[src/rtl/fetch_sequencer_if.sv]
// Bundles the fetch sequencer's memory, downstream and redirect signals.
// The sequencer uses modport master; the memory/pipeline side uses slave.
interface fetch_sequencer_if;
  logic        imem_req;
  logic [31:0] imem_addr;
  logic        imem_ready;
  logic [31:0] imem_rdata;
  logic        instr_valid;
  logic        instr_accept;
  logic [31:0] instr;
  logic [31:0] instr_pc;
  logic        redirect_valid;
  logic [31:0] redirect_target;
  logic [15:0] fetch_count;
  logic        fetch_fault;

  modport master (
    output imem_req, imem_addr, instr_valid, instr, instr_pc, fetch_count, fetch_fault,
    input  imem_ready, imem_rdata, instr_accept, redirect_valid, redirect_target
  );

  modport slave (
    input  imem_req, imem_addr, instr_valid, instr, instr_pc, fetch_count, fetch_fault,
    output imem_ready, imem_rdata, instr_accept, redirect_valid, redirect_target
  );
endinterface

[src/rtl/fetch_sequencer.sv]
// Single-outstanding instruction fetch sequencer with branch/jump redirect.
// Define PC_ALIGN_CHECK_EN to trap misaligned redirect targets in FAULT.
module fetch_sequencer #(
  parameter logic [31:0] RESET_VECTOR = 32'h0000_0000
) (
  input logic                clk,
  input logic                rst_n,
  fetch_sequencer_if.master  bus
);

  typedef enum logic [1:0] {IDLE, REQ, HOLD, FAULT} state_t;

  state_t      state, next_state;
  logic [31:0] pc;
  logic [31:0] instr_q;
  logic [31:0] instr_pc_q;
  logic        instr_valid_q;
  logic [15:0] count_q;
  logic        fault_q;
  logic        req;
  logic [31:0] target;
  logic        misaligned;
  logic        redirect_go;

`ifdef PC_ALIGN_CHECK_EN
  assign target     = bus.redirect_target;
  assign misaligned = |bus.redirect_target[1:0];
`else
  assign target     = bus.redirect_target & 32'hFFFF_FFFC;
  assign misaligned = 1'b0;
`endif

  assign redirect_go = bus.redirect_valid && (state != FAULT);

  always_ff @(posedge clk or negedge rst_n) begin
    if (!rst_n) state <= IDLE;
    else        state <= next_state;
  end

  always_comb begin
    next_state = state;
    case (state)
      IDLE:    next_state = REQ;
      REQ:     if (bus.imem_ready) next_state = HOLD;
      HOLD:    if (bus.instr_accept) next_state = REQ;
      FAULT:   next_state = FAULT;
      default: next_state = IDLE;
    endcase
    // Redirect overrides any same-cycle memory return or accept transition.
    if (redirect_go) next_state = misaligned ? FAULT : REQ;
  end

  always_comb begin
    req = (state == REQ);
  end

  always_ff @(posedge clk or negedge rst_n) begin
    if (!rst_n) begin
      pc            <= RESET_VECTOR;
      instr_q       <= '0;
      instr_pc_q    <= '0;
      instr_valid_q <= 1'b0;
      count_q       <= '0;
      fault_q       <= 1'b0;
    end else begin
      case (state)
        REQ: begin
          if (!redirect_go && bus.imem_ready) begin
            instr_q       <= bus.imem_rdata;
            instr_pc_q    <= pc;
            instr_valid_q <= 1'b1;
            pc            <= pc + 32'd4;
          end
        end
        HOLD: begin
          // An accept coinciding with a redirect still counts.
          if (bus.instr_accept) begin
            instr_valid_q <= 1'b0;
            count_q       <= count_q + 16'd1;
          end
        end
        default: ;
      endcase
      if (redirect_go) begin
        instr_valid_q <= 1'b0;
        if (misaligned) fault_q <= 1'b1;
        else            pc      <= target;
      end
    end
  end

  assign bus.imem_req    = req;
  assign bus.imem_addr   = pc;
  assign bus.instr_valid = instr_valid_q;
  assign bus.instr       = instr_q;
  assign bus.instr_pc    = instr_pc_q;
  assign bus.fetch_count = count_q;
  assign bus.fetch_fault = fault_q;

endmodule

[src/flat_wrapper.sv]
// flat-port wrapper written by rule: the top's interface ports become plain ports
module fetch_sequencer_flat 
#(
  parameter logic [31:0] RESET_VECTOR = 32'h0000_0000
)
  (clk, rst_n, bus_imem_req, bus_imem_addr, bus_instr_valid, bus_instr, bus_instr_pc, bus_fetch_count, bus_fetch_fault, bus_imem_ready, bus_imem_rdata, bus_instr_accept, bus_redirect_valid, bus_redirect_target);
  fetch_sequencer_if bus_i ();
  input logic clk;
  input logic rst_n;
  output wire logic [$bits(bus_i.imem_req)-1:0] bus_imem_req;
  output wire logic [$bits(bus_i.imem_addr)-1:0] bus_imem_addr;
  output wire logic [$bits(bus_i.instr_valid)-1:0] bus_instr_valid;
  output wire logic [$bits(bus_i.instr)-1:0] bus_instr;
  output wire logic [$bits(bus_i.instr_pc)-1:0] bus_instr_pc;
  output wire logic [$bits(bus_i.fetch_count)-1:0] bus_fetch_count;
  output wire logic [$bits(bus_i.fetch_fault)-1:0] bus_fetch_fault;
  input wire logic [$bits(bus_i.imem_ready)-1:0] bus_imem_ready;
  input wire logic [$bits(bus_i.imem_rdata)-1:0] bus_imem_rdata;
  input wire logic [$bits(bus_i.instr_accept)-1:0] bus_instr_accept;
  input wire logic [$bits(bus_i.redirect_valid)-1:0] bus_redirect_valid;
  input wire logic [$bits(bus_i.redirect_target)-1:0] bus_redirect_target;
  assign bus_imem_req = bus_i.imem_req;
  assign bus_imem_addr = bus_i.imem_addr;
  assign bus_instr_valid = bus_i.instr_valid;
  assign bus_instr = bus_i.instr;
  assign bus_instr_pc = bus_i.instr_pc;
  assign bus_fetch_count = bus_i.fetch_count;
  assign bus_fetch_fault = bus_i.fetch_fault;
  assign bus_i.imem_ready = bus_imem_ready;
  assign bus_i.imem_rdata = bus_imem_rdata;
  assign bus_i.instr_accept = bus_instr_accept;
  assign bus_i.redirect_valid = bus_redirect_valid;
  assign bus_i.redirect_target = bus_redirect_target;
  fetch_sequencer #(.RESET_VECTOR(RESET_VECTOR)) u_core (.clk(clk), .rst_n(rst_n), .bus(bus_i));
endmodule
[config.mk]
export PLATFORM = sky130hd
export DESIGN_NAME = fetch_sequencer_flat
export DESIGN_NICKNAME = d
export VERILOG_FILES = /design/src/rtl/fetch_sequencer_if.sv /design/src/rtl/fetch_sequencer.sv /design/src/flat_wrapper.sv
export SDC_FILE = /design/constraint.sdc
export NUM_CORES = 1
export LEC_CHECK = 0
export CAP_MARGIN = 0
export CORE_MARGIN = 5
export CORE_UTILIZATION = 45
export CTS_CLUSTER_DIAMETER = 40
export CTS_CLUSTER_SIZE = 8
export DETAILED_ROUTE_END_ITERATION = 8
export GPL_ROUTABILITY_DRIVEN = 0
export PLACE_DENSITY_LB_ADDON = 0.15
export SLEW_MARGIN = 0
export SYNTH_ARGS = -nofsm -noshare
export SYNTH_HDL_FRONTEND = slang
export SYNTH_SLANG_ARGS = --single-unit
[constraint.sdc]
create_clock -name clk -period 2.4 [get_ports clk]
set_input_delay 0.36 -clock clk [delete_from_list [all_inputs] [get_ports clk]]
set_output_delay 0.36 -clock clk [all_outputs]
set_load 0.05 [all_outputs]
* Yosys cells after proc, flatten, opt, wreduce, memory -nomap -nowiden
Cells that the tools add are included.
** Operators by class
- $add $sub $neg :: 2
- Equality and inequality tests :: 7
- Mux-type cells :: 11
- Reductions and logical operators :: 12
** Operator list (count)
- 32-bit 2-to-1 mux :: 3
- 32-bit by 3-bit adder with 32-bit output (second input constant) :: 1
- 16-bit by 1-bit adder with 16-bit output (second input constant) :: 1
- 2-bit case mux with 4 select lines :: 1
- 2-bit AND reduction :: 4
- 2-bit 2-to-1 mux :: 3
- 3-bit by 1-bit inequality test with 1-bit output (second input constant) :: 2
- 2-bit == test (second input constant) :: 2
- 2-bit nonzero test :: 2
- 1-bit 2-to-1 mux :: 3
- 3-bit by 2-bit inequality test with 1-bit output (second input constant) :: 1
- 3-bit AND reduction :: 1
- 3-bit nonzero test :: 1
- 2-bit by 1-bit == test with 1-bit output (second input constant) :: 1
- 1-bit logical AND :: 2
- 2-bit zero test :: 1
- 2-bit inequality test (second input constant) :: 1
- 1-bit case mux with 2 select lines :: 1
- 1-bit zero test :: 1
** Storage, ports and cells
- Register bits after elaboration :: 115
- Output and inout bits :: 115
- Logic and storage cells :: 38

* Depth between registers and ports, before layout
- Word-level depth :: 7
- Depth in mapped cells :: 8
- Depth with buffers taken out :: 7

* Worst setup path before layout
OpenSTA, ideal clock, no wires.
- Kind :: flip-flop to flip-flop
- Start point :: reg u_core.pc[2] (netlist: u_core.bus.imem_addr[2])
- End point :: reg u_core.pc[26] (netlist: u_core.bus.imem_addr[26])
- Setup time :: 0.099 ns
- Arrival :: 2.151 ns
- Data required time :: 2.301 ns
- Path slack :: 0.149 ns
- Stages on the path, launching flop included :: 7
- Period minus slack after synthesis :: 2.251 ns
- Cell sequence :: dfrtp_1 > ha_1 > nand3_1 > or2_4 > nor4_4 > a311oi_1 > a311oi_1
** On the way
- Word-level cells in the longest chain between the ends :: 4
** RTL lines
- start, declared :: RTL line fetch_sequencer.sv:14 : logic [31:0] pc;
- start signal, assigned :: RTL line fetch_sequencer.sv:72 : pc <= pc + 32'd4;
- start signal, assigned :: RTL line fetch_sequencer.sv:87 : else pc <= target;
- 32-bit by 3-bit adder with 32-bit output :: RTL line fetch_sequencer.sv:72
- 32-bit 2-to-1 mux :: RTL line fetch_sequencer.sv:68 : if (!redirect_go && bus.imem_ready) begin
- 32-bit 2-to-1 mux :: RTL line fetch_sequencer.sv:66 : case (state)
- 32-bit 2-to-1 mux :: RTL line fetch_sequencer.sv:84 : if (redirect_go) begin
No other way between the ends. The select of a mux whose other input is x is not followed.
A chain may end at the register's enable or synchronous reset.

* Final worst setup path
- Start point :: reg u_core.state[0]
- End point :: reg u_core.pc[17] (netlist: u_core.bus.imem_addr[17])
** On the way
- Word-level cells in the longest chain between the ends :: 6
- Elaborated cells on any way between the ends :: 9
** RTL lines
- start, declared :: RTL line fetch_sequencer.sv:13 : state_t state, next_state;
- start signal, assigned :: RTL line fetch_sequencer.sv:37 : else state <= next_state;
- 2-bit inequality test :: RTL line fetch_sequencer.sv:33 : assign redirect_go = bus.redirect_valid && (state != FAULT);
- 1-bit logical AND :: RTL line fetch_sequencer.sv:33
- 1-bit zero test :: RTL line fetch_sequencer.sv:68
- 1-bit logical AND :: RTL line fetch_sequencer.sv:68
- 2-bit nonzero test (no source line)
- 2-bit AND reduction (no source line)
Several ways; a longest one is shown, not always the timed one.

==> run_results.csv <==
group,metric,value,unit
worst_setup_path,criticalPathCategory,"flop to flop",
finish,drive_gt1_frac,0.145,
drt,dr.pass1.iters,4,
synthesis,yosys_register_bits,111,
hold_path,hold_depth,1,
finish,finalNetCount,712,
sta,finalSetupViolCount,0,
drt,drt_wl_total,13.2,mm
synthesis,ys_types,51,
sta,hold_viol_final,0,
place,portBuffers,176,
run_status,status,"finished, final reports clean",
cts,numCtsBuffers,9,
worst_setup_path,ff2ff_path_depth,5,
global_routing,grt.total_usage,0.196,
sta,final-max-slew-violation-count,0,
power,power.density,1600,nW/µm²
finish,areaGrowthSynthToFinish,44.4,%
drt,drt-initial-drc-count,223,
drt,antenna_left,0,
drt,highest_layer,"met4",
power,p_leak,0.00307,µW
place,place_inst,768,
power,ir_drop,1.10,mV
synthesis,ys_seq_area_frac,0.540,
sta,setup_tns,0,ns
sta,fin_hold_ws,0.475,ns
floorplanning,initial_core_util,0.455,
global_routing,antenna_found_initial,0,
sta,rsz0062_at_grt,"false",
drt,wl_met1,5.61,mm
cts,clock_sinks,111,
finish,diodes,0,
worst_setup_path,start_kind,"flop",
finish,final_common_cell,"clkdlybuf4s50_1",
sta,tightest_slew,0.550,ns
cts,cts-htree-levels,3,
sta,relSlewSlack,0.633,
synthesis,synth_edf_count,0,
drt,via_per_inst,5.38,
floorplanning,coreArea,11300,µm²
drt,drc_errors,0,
worst_setup_path,arrival,2.38,ns
drt,vias,4217,
floorplanning,num_io_pins,184,
synthesis,syn-cell-area,5150,µm²
worst_setup_path,crit_path_end_kind,"flop",
global_routing,grt_max_degree,62,
worst_setup_path,reg2reg_from,"u_core.state[0]$_DFFE_PN0P_",
finish,stdcell_count,784,
place,pre_cts_slack,-0.00562,ns
place,post-dp-hpwl,9.84,mm
finish,n_fill_cell,904,
global_routing,overflow,0,
cts,clock_path_buffers,2,
worst_setup_path,required,2.63,ns
power,finalPower,11900,µW
sta,fin_crit,2.14,ns
sta,fmax,467,MHz
global_routing,grt_pass1_vias,4233,
sta,skew,0.00508,ns
drt,route.detailed.wl_per_inst,16.9,µm
cts,cts_tree,"built",
worst_setup_path,regToRegSetupSlack,0.26,ns
drt,route.met3.wl,1.16,mm
finish,layout_common_cells,"174 x clkdlybuf4s50_1, 111 x dfrtp_1, 54 x mux2_2",
floorplanning,fp.dieW,117,µm
floorplanning,dieArea,13700,µm²
worst_setup_path,crit_chain,"ha_1 > a221o_1 > or3_1 > o21ai_0 > a311oi_1",
global_routing,grt_pass1_wl,21.3,mm
cts,insertion_delay,0.35,ns
hold_path,holdCritPathClass,"flop to flop",
floorplanning,die_height,117,µm
hold_path,hp-start,"u_core.bus.fetch_count[15]$_DFFE_PN0P_",
sta,fin_crit_sh,0.893,
drt,dr_wl_met2,6.24,mm
cts,clock-root-buffer,"clkbuf_16",
cts,clk_pin_slew,0.07,ns
worst_setup_path,regToRegEndpoint,"u_core.bus.imem_addr[17]$_DFFE_PN0P_",
synthesis,synthArstFlopShare,1.00,
worst_setup_path,cpMaxStageDelayCell,"dfrtp_1",
floorplanning,fp-row-count,39,
job,drv_cap,0,
sta,fin_ws,0.257,ns
hold_path,min_to,"u_core.bus.fetch_count[15]$_DFFE_PN0P_",
synthesis,syn_inst,459,
synthesis,ys.flop_type,"dfrtp_1",
synthesis,syn_avg_cell_area,11.2,µm²
worst_setup_path,cp_max_fo,15,
worst_setup_path,critPathMaxStageDelay,0.55,ns
synthesis,synth_warnings,0,
state kept, by name, indices dropped and copies added (netlist names):
signal / count
u_core.bus.instr_valid: 1
u_core.bus.instr: 32
u_core.state: 2
u_core.bus.instr_pc: 30
u_core.bus.imem_addr: 30
u_core.bus.fetch_count: 16
worst max-delay path by stage:
stage | start | endpoint | slack [ns] | depth (start not counted)
detailed placement | bus_imem_ready | u_core.bus.imem_addr[17]$_DFFE_PN0P_ | -0.006 | 6
global route | u_core.state[0]$_DFFE_PN0P_ | u_core.bus.imem_addr[17]$_DFFE_PN0P_ | 0.12 | 5
global placement | bus_imem_ready | u_core.bus.imem_addr[28]$_DFFE_PN0P_ | 0.11 | 6
CTS | u_core.state[0]$_DFFE_PN0P_ | u_core.bus.imem_addr[17]$_DFFE_PN0P_ | 0.28 | 5
finish | u_core.state[0]$_DFFE_PN0P_ | u_core.bus.imem_addr[17]$_DFFE_PN0P_ | 0.26 | 5
floorplan | u_core.bus.imem_addr[2]$_DFFE_PN0P_ | u_core.bus.imem_addr[26]$_DFFE_PN0P_ | 0.15 | 6
cell type report:
| cell class | count | area [µm²] | area share |
|---|---|---|---|
| inverter | 8 | 30.0 | 0.00404 |
| timing repair buffer | 191 | 1920 | 0.259 |
| multi-input combinational | 316 | 2250 | 0.302 |
| clock buffer | 15 | 278 | 0.0374 |
| tap | 143 | 179 | 0.0241 |
| sequential | 111 | 2780 | 0.374 |
logic make-up (layout without fill, tap and decap cells):
kind of cell / Yosys count / in the layout / synth area share
AOI/OAI and AO/OA: 94 / 94 / 0.116
and+or+nand+nor: 134 / 134 / 0.136
xor gates and xnor gates: 15 / 15 / 0.0255
DFF: 111 / 111 / 0.540
muxes: 62 / 62 / 0.135
adders and majority gates: 6 / 6 / 0.0146
buffers and inverters: 36 / 214 / 0.0319
other: 1 / 5 / 0.000729
timing repair:
item / 4_1_cts / 5_1_grt
buffers inserted: 0 / 0
resized for setup: 0 / 0
endpoints found under the hold margin: 29 / 0
hold buffers: 1 / 0
report_power, final:
group	total, µW	internal [µW]	switching, µW
clock	1420	786	633
sequential	3420	2700	725
combinational	7070	2590	4480
total	11900	6070	5840
through the flow:
stage / cell area [µm²] / util
2_1_floorplan: 5160 / -
3_3_place_gp: 7140 / 0.631
3_5_place_dp: 7140 / 0.631
4_1_cts: 7430 / 0.656
5_1_grt: 7430 / 0.656
6_report: 7430 / 0.656
per-layer routing:
metal	vias up	track usage
met3	16	0.0519
met2	151	0.309
li1	2023	-
met1	2027	0.264
met4	0	0.0673
met5	-	0
critical path: cells and delay by family (launching register included):
kind                       cells  cell delay (ns)
AOI/OAI and AO/OA              3             0.93
adders and majority gates      1             0.35
DFF                            1             0.55
and+or+nand+nor                1             0.19
synth_stat cells, types with 7 or more instances:
library cell,number,area share
a21oi_1,31,0.030
a311oi_1,8,0.014
buf_2,8,0.0078
clkbuf_1,12,0.0088
dfrtp_1,111,0.54
inv_1,8,0.0058
mux2_1,7,0.015
mux2_2,54,0.12
nand2_1,38,0.028
nand3_1,24,0.023
nand4_1,9,0.011
nor2_1,22,0.016
nor3_1,8,0.0078
o21ai_0,19,0.018
o22ai_1,15,0.018
xnor2_1,12,0.020
(Power assumes the default switching activity.)
